File: config.mk
export PLATFORM = sky130hd
export DESIGN_NAME = sync_fifo_param
export DESIGN_NICKNAME = d
export VERILOG_FILES = /design/src/rtl/sync_fifo_param.sv
export SDC_FILE = /design/constraint.sdc
export NUM_CORES = 1
export LEC_CHECK = 0
export ABC_CLOCK_PERIOD_IN_PS = 2300
export CORE_UTILIZATION = 46
export DETAILED_ROUTE_END_ITERATION = 7
export PLACE_DENSITY = 0.76
export SYNTH_ARGS = -nofsm -noshare
export SYNTH_HDL_FRONTEND = slang
export SYNTH_SLANG_ARGS = --single-unit
File: constraint.sdc
create_clock -name clk -period 2.3 [get_ports clk]
set_input_delay 0.46 -clock clk [delete_from_list [all_inputs] [get_ports clk]]
set_output_delay 0.46 -clock clk [all_outputs]
set_load 0.05 [all_outputs]
File: src/rtl/sync_fifo_param.sv
// Single-clock FIFO with registered read data, occupancy count, threshold flags
// and one-cycle overflow/underflow pulses for rejected accesses.
module sync_fifo_param #(
  parameter int DATA_W   = 8,
  parameter int DEPTH    = 8,
  parameter int AF_LEVEL = 6,
  parameter int AE_LEVEL = 2
) (
  input  logic                        clk,
  input  logic                        rst,
  input  logic                        wr_en_i,
  input  logic [DATA_W-1:0]           data_i,
  input  logic                        rd_en_i,
  output logic [DATA_W-1:0]           data_o,
  output logic                        valid_o,
  output logic                        full_o,
  output logic                        empty_o,
  output logic                        almost_full_o,
  output logic                        almost_empty_o,
  output logic [$clog2(DEPTH):0]      count_o,
  output logic                        overflow_o,
  output logic                        underflow_o
);

  localparam int ADDR_W = $clog2(DEPTH);
  localparam logic [ADDR_W-1:0] PTR_ONE   = {{(ADDR_W-1){1'b0}}, 1'b1};
  localparam logic [ADDR_W:0]   CNT_ONE   = {{ADDR_W{1'b0}}, 1'b1};
  localparam logic [ADDR_W:0]   CNT_ZERO  = '0;
  localparam logic [ADDR_W:0]   CNT_DEPTH = DEPTH[ADDR_W:0];
  localparam logic [ADDR_W:0]   CNT_AF    = AF_LEVEL[ADDR_W:0];
  localparam logic [ADDR_W:0]   CNT_AE    = AE_LEVEL[ADDR_W:0];

  logic [DATA_W-1:0] r_mem [DEPTH];
  logic [ADDR_W-1:0] r_wr_ptr;
  logic [ADDR_W-1:0] r_rd_ptr;
  logic [ADDR_W:0]   r_count;
  logic [DATA_W-1:0] r_data;
  logic              r_valid;
  logic              r_full;
  logic              r_empty;
  logic              r_af;
  logic              r_ae;
  logic              r_ovf;
  logic              r_udf;

  logic              w_wr_acc;
  logic              w_rd_acc;
  logic [ADDR_W:0]   w_count_nxt;

  // Handshake: a request is accepted at an edge when its enable is high and the
  // registered full/empty flag (pre-edge) permits it; there is no backpressure
  // beyond those flags, and valid_o marks one registered read result per accept.
  assign w_wr_acc = wr_en_i & ~r_full;
  assign w_rd_acc = rd_en_i & ~r_empty;

  always_comb begin
    w_count_nxt = r_count;
    case ({w_wr_acc, w_rd_acc})
      2'b10:   w_count_nxt = r_count + CNT_ONE;
      2'b01:   w_count_nxt = r_count - CNT_ONE;
      default: w_count_nxt = r_count;
    endcase
  end

  // Storage is intentionally not reset; stale words are unreachable once pointers clear.
  always_ff @(posedge clk) begin
    if (w_wr_acc) begin
      r_mem[r_wr_ptr] <= data_i;
    end
  end

  always_ff @(posedge clk or posedge rst) begin
    if (rst) begin
      r_wr_ptr <= '0;
      r_rd_ptr <= '0;
      r_count  <= '0;
      r_data   <= '0;
      r_valid  <= 1'b0;
      r_full   <= 1'b0;
      r_empty  <= 1'b1;
      r_af     <= 1'b0;
      r_ae     <= 1'b1;
      r_ovf    <= 1'b0;
      r_udf    <= 1'b0;
    end else begin
      if (w_wr_acc) begin
        r_wr_ptr <= r_wr_ptr + PTR_ONE;
      end
      if (w_rd_acc) begin
        r_data   <= r_mem[r_rd_ptr];
        r_rd_ptr <= r_rd_ptr + PTR_ONE;
      end
      r_valid <= w_rd_acc;
      r_count <= w_count_nxt;
      // Flags come from the next count so they always agree with count_o.
      r_full  <= (w_count_nxt == CNT_DEPTH);
      r_empty <= (w_count_nxt == CNT_ZERO);
      r_af    <= (w_count_nxt >= CNT_AF);
      r_ae    <= (w_count_nxt <= CNT_AE);
      r_ovf   <= wr_en_i & r_full;
      r_udf   <= rd_en_i & r_empty;
    end
  end

  assign data_o         = r_data;
  assign valid_o        = r_valid;
  assign full_o         = r_full;
  assign empty_o        = r_empty;
  assign almost_full_o  = r_af;
  assign almost_empty_o = r_ae;
  assign count_o        = r_count;
  assign overflow_o     = r_ovf;
  assign underflow_o    = r_udf;

endmodule

# Yosys cells after proc, flatten, opt, wreduce, memory -nomap -nowiden
# Memory sizes are Yosys's and may differ from the RTL's. A register that Yosys moved wholly into a read port is not among the register bits.
# Cells that the tools add are included.
totals:
  ram_bits: 64
  n_memories: 1
  in_bits: 12
  word_cells: 30
  ff_bits: 17
memory_table:
  columns: ["name", "depth", "word_bits", "read_ports", "rd_clocked_by_memory_dff", "write_ports", "line", "text"]
  rows:
  - ["r_mem", 8, 8, 1, 1, 1, "33", "logic [DATA_W-1:0] r_mem [DEPTH];"]
classes:
  n_reduce_logical: 1
  eq_ne: 3
  add_sub_neg: 4
  order_cmp: 2
  n_mux: 3
  bitwise: 6
ops:
  columns: ["cell", "n"]
  rows:
  - ["$pmux W4 S2", 1]
  - ["$add A3 B1 Y3 const B", 2]
  - ["$add A4 B1 Y4 const B", 1]
  - ["$and A1 B1 Y1", 4]
  - ["$eq A4 B4 Y1 const B", 1]
  - ["$ge A4 B3 Y1 const B", 1]
  - ["$le A4 B2 Y1 const B", 1]
  - ["$logic_not A4 Y1", 1]
  - ["$sub A4 B1 Y4 const B", 1]
  - ["$eq A2 B1 Y1 const B", 1]
  - ["$eq A2 B2 Y1 const B", 1]
  - ["$mux W1", 2]
  - ["$not A1 Y1", 2]

# Depth between registers and ports, before layout
depth:
  word_depth: 5
  depth_mapped: 11
  ltp_nobuf: 10

# Worst setup path before layout
# No wires, ideal clock.
synth_timing:
  path_type: "register -> register"
  start: "register r_empty, in the netlist empty_o"
  end: "register r_ae, in the netlist almost_empty_o"
  path_buffers: 2
  setup_ns: 0.062
  setup_slack_ns: -0.473
  stages_incl_launch_ff: 11
  arrival_ns: 2.711
  path_cell_list: "dfstp_2 > nand2b_4 > clkbuf_1 > clkbuf_1 > inv_1 > ha_1 > and4b_1 > o21ai_1 > a221oi_2 > xnor2_1 > o311a_1"
synth_via:
  elab_chain_len: 5
  word_cells_on_any_way: 6
  classes_between: "1 x order compare; 2 x eq/ne; 1 x mux; 2 x bitwise"
synth_lines:
  columns: ["element", "line", "text"]
  rows:
  - ["start: declaration", "40", "logic r_empty;"]
  - ["start signal: assignment", "97", "r_empty <= (w_count_nxt == CNT_ZERO);"]
  - ["$not A1 Y1 *", "54", "assign w_rd_acc = rd_en_i & ~r_empty;"]
  - ["$and A1 B1 Y1 *", "54", null]
  - ["$eq A2 B1 Y1 / $eq A2 B2 Y1 (equally long branches)", "58", "case ({w_wr_acc, w_rd_acc})"]
  - ["$pmux W4 S2 *", "58", null]
  - ["$le A4 B2 Y1 *", "99", "r_ae <= (w_count_nxt <= CNT_AE);"]
  - ["end signal: assignment", "99", null]
  - ["end: declaration", "42", "logic r_ae;"]
# Mark *: on every way between the ends. The rest lies on a longest branch, timed or not.
# A chain may end at the register's enable or synchronous reset.

# Worst setup path after layout
layout_timing:
  start: "input port wr_en_i"
  end: "register r_empty, in the netlist empty_o"
layout_via:
  elab_chain_len: 4
  word_cells_on_any_way: 5
  classes_between: "2 x eq/ne; 1 x mux; 1 x bitwise; 1 x reduce/logical"
layout_lines:
  columns: ["element", "line", "text"]
  rows:
  - ["start: declaration", "11", "input logic wr_en_i,"]
  - ["$and A1 B1 Y1 *", "53", "assign w_wr_acc = wr_en_i & ~r_full;"]
  - ["$eq A2 B1 Y1 / $eq A2 B2 Y1 (equally long branches)", "58", null]
  - ["$pmux W4 S2 *", "58", null]
  - ["via w_count_nxt[3]", "48", "logic [ADDR_W:0] w_count_nxt;"]
  - ["$logic_not A4 Y1 *", "97", null]
# Mark *: on every way through the listed nets, which the timed path passes. The rest lies on a longest branch.

==> impl_results.md <==
* Synth Flop Type: edfxtp_1
* Cell taking the most area after synthesis: edfxtp_1
* Syn nets at 223
* Die Y at 89.8 um
* Fillers at about 560
* FP Rows at 31
* PwrDens at approximately 1400 nW/um2
* RSZ-0062 raised after global routing: no
* Worst reg2reg path depth at 9
* Most frequent cell after synthesis: edfxtp_1
* Fin. Hold Viols at 0
* Clock sinks at slightly below 90
* Clk_lat worst skew at around 0.35 ns
* Vias per std cell at a little over 5
* Drt total wl at around 6.0 mm
* GR Layer Usage met2 at between 20% and 30%
* Largest net degree at the start of global routing at 26
* Fin crit share at between 90% and 100%
* Seq/Total Area, Yosys at a little under three quarters
* Setup TNS at 0 ns
* CTS Buffer Depth at 2
* Chip width at 89.8 um
* Yosys warning count at 0
* Remaining DRCs at 0
* Comb pwr share at about two fifths
* Placeable Area at 7370 um2
* Maximum fanout along the worst path at 5
* Max_cap viols at 0
* Register bit total from synthesis at just under 90
* Worst Setup Path Type: input port to flip-flop
* CP endpoint kind: flip-flop
* Synth cell count leaders: 64 x edfxtp_1, 23 x dfrtp_1, 22 x nand2_1, 16 x mux4_2
* Tightest Pin Transition at 0.553 ns
* P_int at roughly 3.7 mW
* Final setup fails at 0
* Met3 Usage GRT at 4.48%
* Pins over their slew limit at 0
* Synth Instances at 207
* Relative slew slack at 63.2%
* Port-buffer cells at 30
* Tmin final at 2.16 ns
* Reg-to-reg critical path endpoint: empty_o$_DFF_PP1_
* Post-synth EDFFs at 64
* GP Congestion at 0.838
* # H-tree levels at 3
* Leakage at 1.57 nW
* Maximum vdd drop at about 0.44 mV
* Area delta synth->final at 20.9%
* Synth cell types at 35
* M1 GR Usage at between 20% and 30%
* RR Startpoint: empty_o$_DFF_PP1_
* Sw Ratio at a little under two fifths
* CTS tree: built
* Clock power share at a little under a fifth
* Ys async rst share at between 20% and 30%
* Required time of the critical path at ~2.6 ns
* NetSw at 2.22 mW
* Area contributors post-synth: edfxtp_1 54%, dfrtp_1 16%, mux4_2 10%
* Critical path launch point type: input port
* GRT Max-Usage Layer: met2
* First-pass GRT wire length at a little under 10 mm
* Drt first pass iters at 4
* Cell Area, Synth at between 3000 and 4000 um2
* Clock Root Buffer: clkbuf_8
* Drt initial violations at between 90 and 100
* Ports at 31
* Grt ovf at 0
* HP Class: input port to asynchronous set/reset pin
* Util after Layout at about three fifths
* Post-CTS setup buffer count at 0
* Internal reg-to-reg setup slack at 0.23 ns
* Total GRT Usage at between 10% and 20%
* Mean Syn Cell Area at 17.1 um2
* Die area at roughly 8100 um2
* Power, Total at around 5.9 mW
* Max Fclk at 462 MHz
* Clock skew at around 0.014 ns
* Worst-path clk slew at 0.09 ns
* Vias at around 1900
* # diodes at 0
* Detailed placer's ending HPWL at 3.95 mm
* Initial antenna violation count at 0
* Total CTS buffers at 9
* Critical path arrival at 2.45 ns
* Post-route ant nets at 0
* Hold WS at about 0.45 ns
* Routed len/inst at 16.6 um
* Initial Util at between 40% and 50%
* Nets at 274
* Layout cells sized above 1 at a little under a quarter
* Synth top area share at 54.1%
* Share of power burned in registers at between 30% and 40%
* Outcome: finished, final reports clean
* Vias in the first global route at about 1900
==> power by group through the flow <==
stage          Clock [mW]  Combinational, mW  Sequential (mW)
2_1_floorplan           0               1.27             2.85
3_3_place_gp            0               2.42             2.38
3_5_place_dp            0               2.47             2.39
4_1_cts              1.11               2.48             2.36
5_1_grt              1.17               2.67             2.40
6_report             1.08               2.48             2.36
==> per-layer routing <==
layer	share of wire (%)	vias up
li1	-	879
met1	47	945
met2	48	43
met3	3.4	12
met4	1.9	0
met5	0	-
==> worst max-delay path by stage <==
stage	startpoint	end	slack, ns
after floorplan	empty_o$_DFF_PP1_	almost_empty_o$_DFF_PP1_	-0.12
after global placement	wr_en_i	empty_o$_DFF_PP1_	-0.18
after detailed placement	wr_en_i	almost_full_o$_DFF_PP0_	-0.28
after CTS	wr_en_i	almost_full_o$_DFF_PP0_	0.09
after global routing	wr_en_i	almost_full_o$_DFF_PP0_	0.009
final	wr_en_i	empty_o$_DFF_PP1_	0.14
==> flip-flops by register name, summed over array words and instances (netlist names) <==
name and cells:
r_mem 64, empty_o 1, count_o 4, r_rd_ptr 3, r_wr_ptr 3, overflow_o 1, full_o 1, underflow_o 1
valid_o 1, almost_full_o 1, data_o 8, almost_empty_o 1
==> kinds of logic after synthesis <==
kind of cell | Yosys count | synth area share (%)
flops | 89 | 71.8
simple gates | 49 | 6.73
mux | 25 | 12.7
compound gates | 18 | 3.49
buf+inv | 16 | 2.36
xor+xnor | 6 | 1.48
fa+ha+maj | 4 | 1.41
==> metrics by stage <==
stage          setup slack (ns)  cells  area [um2]
2_1_floorplan            -0.122    207        3590
3_3_place_gp             -0.184    346        4080
3_5_place_dp             -0.285    346        4080
4_1_cts                  0.0917    362        4280
5_1_grt                 0.00921    362        4290
6_report                  0.135    362        4290
==> final cells by class <==
cell class / instances / area [um2] / area share, %
clock buffers: 10 / 128 / 2.97
clock inverters: 6 / 75.1 / 1.75
inverters: 8 / 35.0 / 0.816
multi-input cells: 102 / 946 / 22.0
flip-flops and latches: 89 / 2550 / 59.4
well taps: 99 / 124 / 2.89
repair buffers: 48 / 435 / 10.1
==> placed cells by master, fill, tap and decap left out, types with 2 or more instances in the layout <==
| cell | synthesis | final |
|---|---|---|
| dfstp_2 | 2 | 2 |
| clkbuf_8 | 0 | 9 |
| nand2_1 | 22 | 22 |
| nor2_1 | 9 | 8 |
| xnor2_1 | 6 | 6 |
| nor3b_1 | 2 | 2 |
| mux2i_1 | 9 | 9 |
| o21ai_0 | 6 | 6 |
| inv_4 | 1 | 2 |
| nand2b_1 | 3 | 3 |
| o21ai_1 | 4 | 4 |
| ha_1 | 4 | 3 |
| clkdlybuf4s50_1 | 0 | 30 |
| inv_1 | 6 | 5 |
| mux4_2 | 16 | 16 |
| dfrtp_1 | 23 | 23 |
| nor2b_1 | 2 | 2 |
| buf_4 | 1 | 18 |
| and2_1 | 3 | 3 |
| nor3_1 | 5 | 5 |
| clkinv_4 | 0 | 2 |
| edfxtp_1 | 64 | 64 |
==> critical path, cell delays in order <==
cell	delay, ns
clkdlybuf4s50_1	0.46
nor2b_2	0.20
inv_4	0.06
ha_4	0.17
and4b_1	0.27
o21ai_1	0.09
a221oi_2	0.27
xnor2_1	0.22
inv_1	0.12
nor2_2	0.13
==> timing repair <==
item | in CTS | in global routing
gates resized for setup | 0 | 3
hold buffers | 0 | 0
setup endpoints to repair | 0 | 4
No activity file was read; power rests on OpenSTA's default activity.
